<file path="config.mk">
export PLATFORM = sky130hd
export DESIGN_NAME = sram_arbiter
export DESIGN_NICKNAME = d
export VERILOG_FILES = /design/src/rtl/sram_arbiter.sv
export SDC_FILE = /design/constraint.sdc
export NUM_CORES = 1
export LEC_CHECK = 0
export CORE_ASPECT_RATIO = 1.75
export CORE_MARGIN = 2
export CORE_UTILIZATION = 40
export DETAILED_ROUTE_END_ITERATION = 8
export PLACE_DENSITY = 0.81
export SLEW_MARGIN = 20
export SYNTH_ARGS = -nofsm -noshare
export SYNTH_HDL_FRONTEND = slang
export SYNTH_SLANG_ARGS = --single-unit
</file>
<file path="constraint.sdc">
create_clock -name clk -period 2.5 [get_ports clk]
set_clock_uncertainty 0.15 [all_clocks]
set_input_delay 0.5 -clock clk [delete_from_list [all_inputs] [get_ports clk]]
set_output_delay 0.5 -clock clk [all_outputs]
set_load 0.05 [all_outputs]
</file>
<file path="src/rtl/sram_arbiter.sv">
// sram_arbiter: round-robin sharing of one SRAM controller between two word requesters.
// Optional WAIT watchdog (err flag, 32'hDEADBEEF read data) enabled by defining SRAM_ARB_WDOG_EN.
module sram_arbiter #(
    parameter int WDOG_CYCLES = 64
) (
    input  logic        clk,
    input  logic        rst,
    input  logic        m0_req,
    input  logic        m0_we,
    input  logic [31:0] m0_addr,
    input  logic [31:0] m0_wdata,
    output logic [31:0] m0_rdata,
    output logic        m0_done,
    output logic        m0_stall,
    input  logic        m1_req,
    input  logic        m1_we,
    input  logic [31:0] m1_addr,
    input  logic [31:0] m1_wdata,
    output logic [31:0] m1_rdata,
    output logic        m1_done,
    output logic        m1_stall,
    output logic        mem_wr_en,
    output logic        mem_rd_en,
    output logic [31:0] mem_address,
    output logic [31:0] mem_write_data,
    input  logic [31:0] mem_read_data,
    input  logic        mem_ready,
    output logic        grant,
    output logic        busy,
    output logic        err
);
    typedef enum logic [1:0] {IDLE, ISSUE, WAIT, RESP} state_t;
    state_t      state;
    logic        last;
    logic        we_l;
    logic        pick;
    logic        sel_we;
    logic [31:0] sel_addr;
    logic [31:0] sel_wdata;
    logic [31:0] rd_val;
    logic        timeout;
    // on a tie the port that was not served last wins
    assign pick      = m1_req & (~m0_req | ~last);
    assign sel_we    = pick ? m1_we : m0_we;
    assign sel_addr  = pick ? m1_addr : m0_addr;
    assign sel_wdata = pick ? m1_wdata : m0_wdata;
    assign rd_val    = timeout ? 32'hDEAD_BEEF : mem_read_data;
    assign busy      = state != IDLE;
    assign m0_stall  = m0_req & ~m0_done;
    assign m1_stall  = m1_req & ~m1_done;
    always_ff @(posedge clk or negedge rst) begin
        if (!rst) begin
            state          <= IDLE;
            grant          <= 1'b0;
            last           <= 1'b1;
            we_l           <= 1'b0;
            mem_wr_en      <= 1'b0;
            mem_rd_en      <= 1'b0;
            mem_address    <= '0;
            mem_write_data <= '0;
            m0_rdata       <= '0;
            m1_rdata       <= '0;
            m0_done        <= 1'b0;
            m1_done        <= 1'b0;
        end else begin
            m0_done <= 1'b0;
            m1_done <= 1'b0;
            case (state)
                IDLE: if (m0_req | m1_req) begin
                    state          <= ISSUE;
                    grant          <= pick;
                    we_l           <= sel_we;
                    mem_address    <= sel_addr;
                    mem_write_data <= sel_wdata;
                    mem_wr_en      <= sel_we;
                    mem_rd_en      <= ~sel_we;
                end
                ISSUE: begin
                    state     <= WAIT;
                    mem_wr_en <= 1'b0;
                    mem_rd_en <= 1'b0;
                end
                WAIT: if (mem_ready | timeout) begin
                    state   <= RESP;
                    m0_done <= ~grant;
                    m1_done <= grant;
                    if (!we_l && !grant) m0_rdata <= rd_val;
                    if (!we_l && grant) m1_rdata <= rd_val;
                end
                RESP: begin
                    state <= IDLE;
                    last  <= grant;
                end
                default: state <= IDLE;
            endcase
        end
    end
`ifdef SRAM_ARB_WDOG_EN
    localparam int CW = $clog2(WDOG_CYCLES) + 1;
    localparam logic [CW-1:0] WLAST = CW'(WDOG_CYCLES - 1);
    logic [CW-1:0] wcnt;
    // wcnt holds the number of completed WAIT cycles; it is zero on WAIT entry
    assign timeout = (state == WAIT) && !mem_ready && (wcnt == WLAST);
    always_ff @(posedge clk or negedge rst) begin
        if (!rst) begin
            wcnt <= '0;
            err  <= 1'b0;
        end else begin
            wcnt <= (state == WAIT) ? wcnt + 1'b1 : '0;
            if (timeout) err <= 1'b1;
        end
    end
`else
    assign timeout = 1'b0;
    assign err     = 1'b0;
`endif
endmodule

</file>
==> flow_summary.toml <==
[final_layout]
fin_area_sq_mm = 0.00982
drive_above_1_share_pct = 14.5
fin_cells = 954
final_nets = 933
final_cell_mix = "clkdlybuf4s50_1, dfrtp_1, nand2_1"
area.growth.synth_to_final_pct = 66.1
final_common_cell = "clkdlybuf4s50_1"
n_antenna_cell = 0

[detailed_routing]
via_count = 4725
drtAntennaViolNets = 0
viasPerCell = 4.95
dr.pass1.iters = 4
drc = 0
routed_wl_mm = 16.8
wl_per_cell_um = 17.6
drt_iter0_drc = 81

[placement]
portBuffers = 302
placed_area_sq_mm = 0.00917
place.gp.congestion = 0.807
dp_slack_ns = 0.236
dp_hpwl_mm = 12.8
dp.cells = 921

[die]
io_pins = 304
initial_utilization_pct = 40.9
dieArea_sq_mm = 0.0158
die_x_um = 95.9
core_area_sq_mm = 0.0144
die_y_um = 165
core.rowCount = 58

[clock_tree]
cts_hold_buf = 1
clkLatencyLatePin_ns = 0.40
cts_root_buffer = "clkbuf_16"
cts_sinks = 137
cts_buffers = 17
cts_resized = 0
clk_pin_slew_worst_paths_ns = 0.06
cts_setup_buffers = 0
cts_tree = "built"
htreeDepth = 4
cts_max_path_buffers = 2

[global_route]
grt_use_total_pct = 21.5
grt_pass1_wl_mm = 25.8
grt_start_max_net_pins = 82
grt-ovfl-total = 0
antenna_found_initial = 0
grt_pass1_vias = 5228

[logic_synthesis]
ys_types = 29
yosysSeqAreaShare_pct = 58.0
syn_inst = 459
synth_nets = 631
ys_ff_latch = 137
yosysWarningCount = 0
synth_area_sq_mm = 0.00591
avgSynthCellArea_sq_um = 12.9

[pwr]
swShare_pct = 46.4
p_sw_mw = 7.00
seq_power_share_pct = 26.1
p_clk_share_pct = 17.9
intPower_mw = 8.09
total_power_mw = 15.1
p_leak_nw = 4.48
p_per_area_mw_per_mm2 = 1540
ir_worst_vdd_v = 0.000779
power_frac_comb_pct = 56.0

[critical_path]
path_delay_family = "buffers and inverters"
arrival_ns = 1.76
worst-path-max-fanout = 6
worst_path_max_delay_cell = "clkdlybuf4s50_1"
end_kind = "primary output"
start_kind = "register"
r2r_start = "state[0]$_DFFE_PN0P_"
cp_cell_sequence = "clkdlybuf4s50_1"
cp_slowest_stage_delay_ns = 0.87
r2r_slack_ns = 0.55
critPathKind = "register to primary output"
crit_buf_inv = 1
r2r_cells = 6
crit_required_ns = 1.85
reg2reg_to = "m0_rdata[29]$_DFFE_PN0P_"

[min_path]
worstHoldEndpoint = "mem_write_data[10]$_DFFE_PN0P_"
hp-class = "register to register"
hp-start = "mem_write_data[10]$_DFFE_PN0P_"
whs_path_depth = 2

[sta]
fin_tns_setup_ns = 0
slew_headroom_pct = 59.7
fin_crit_sh_pct = 96.2
setup_violations = 0
fin_crit_ns = 2.41
fin_ws_ns = 0.0942
rsz0062_at_grt = "false"
maxSlewViolCount = 0
max_slew.worst_pin.slew_ns = 0.602
hold_violations = 0
max_clock_freq_mhz = 416

[run]
cap_violations = 0

[outcome]
status = "completed"
-- routing by layer --
metal  track usage (%)  vias up  share of wire (%)
met5                 0        -                  0
met2              40.2      225                 55
met4              9.74        0                3.4
met1              21.3     2276                 34
met3              6.02       35                7.0
li1                  -     2189                  -
-- area by class of cell --
cell class,instances,area (sq um)
inverter,4,15.0
sequential,137,3430
multi-input combinational,289,2300
tap,180,225
clock buffer,18,429
clock inverter,14,210
fill,1072,4620
timing repair buffer,312,3210
-- synth_stat cells --
cell type  instances  area, sq um
a211o_1            1         8.76
a21bo_1            1         10.0
a21oi_1            1         5.00
and2_1             1         6.26
and3_1             1         6.26
buf_2             13         65.1
buf_4              2         15.0
buf_6              8         90.1
clkbuf_1           6         22.5
conb_1             1         3.75
dfrtp_1          136         3400
dfstp_2            1         26.3
ha_1               5         62.6
inv_1              4         15.0
mux2_1             3         33.8
mux2_2            33          372
mux2_4            30          450
mux2i_1           65          651
nand2_1           68          255
nand2b_1           1         6.26
nor2_1             3         11.3
nor2b_1            2         12.5
nor3_1             1         5.00
nor3_2             1         10.0
nor3b_1            1         7.51
o21ai_0           67          335
o21ai_1            1         5.00
o31ai_1            1         7.51
o32a_1             1         10.0
-- through the flow --
stage / utilization, % / hold WS [ns]
final: 68.0 / 0.328
after CTS: 68.0 / 0.334
after detailed placement: 63.5 / 0.319
after global routing: 68.0 / 0.346
after global placement: 63.5 / 0.314
after floorplan: - / 0.0544
-- how the worst max path moves through the flow --
stage / startpoint / endpoint / depth (start not counted)
5_1_grt: grant$_DFFE_PN0P_ / grant / 1
6_report: grant$_DFFE_PN0P_ / grant / 1
3_5_place_dp: m1_req / mem_address[18]$_DFFE_PN0P_ / 5
3_3_place_gp: m0_req / mem_address[14]$_DFFE_PN0P_ / 5
2_1_floorplan: m0_done$_DFF_PN0_ / m0_stall / 1
4_1_cts: grant$_DFFE_PN0P_ / grant / 1
-- power by group through the flow --
| stage | sequential, mW | combinational, mW | clock, mW |
|---|---|---|---|
| 3_5_place_dp | 3.96 | 8.48 | 0 |
| 3_3_place_gp | 3.91 | 8.33 | 0 |
| 5_1_grt | 4.07 | 8.86 | 2.87 |
| 2_1_floorplan | 7.51 | 1.84 | 0 |
| 4_1_cts | 3.95 | 8.51 | 2.75 |
| 6_report | 3.94 | 8.45 | 2.70 |
-- flip-flops by register name, summed over array words and instances (netlist names) --
register and count:
mem_rd_en 1, m1_rdata 32, m0_done 1, mem_address 32
m0_rdata 32, m1_done 1, we_l 1, mem_wr_en 1
last 1, mem_write_data 32, grant 1, state 2
-- cells by family after synthesis --
group,Yosys count,synth area share [%]
AO/OA/AOI/OAI,73,6.45
adder cells (fa/ha/maj),5,1.06
buffers and inverters,33,3.51
flip-flops,137,58.0
multiplexers,131,25.5
other,1,0.0634
AND/OR/NAND/NOR,79,5.42
No activity file was read; power rests on OpenSTA's default activity.
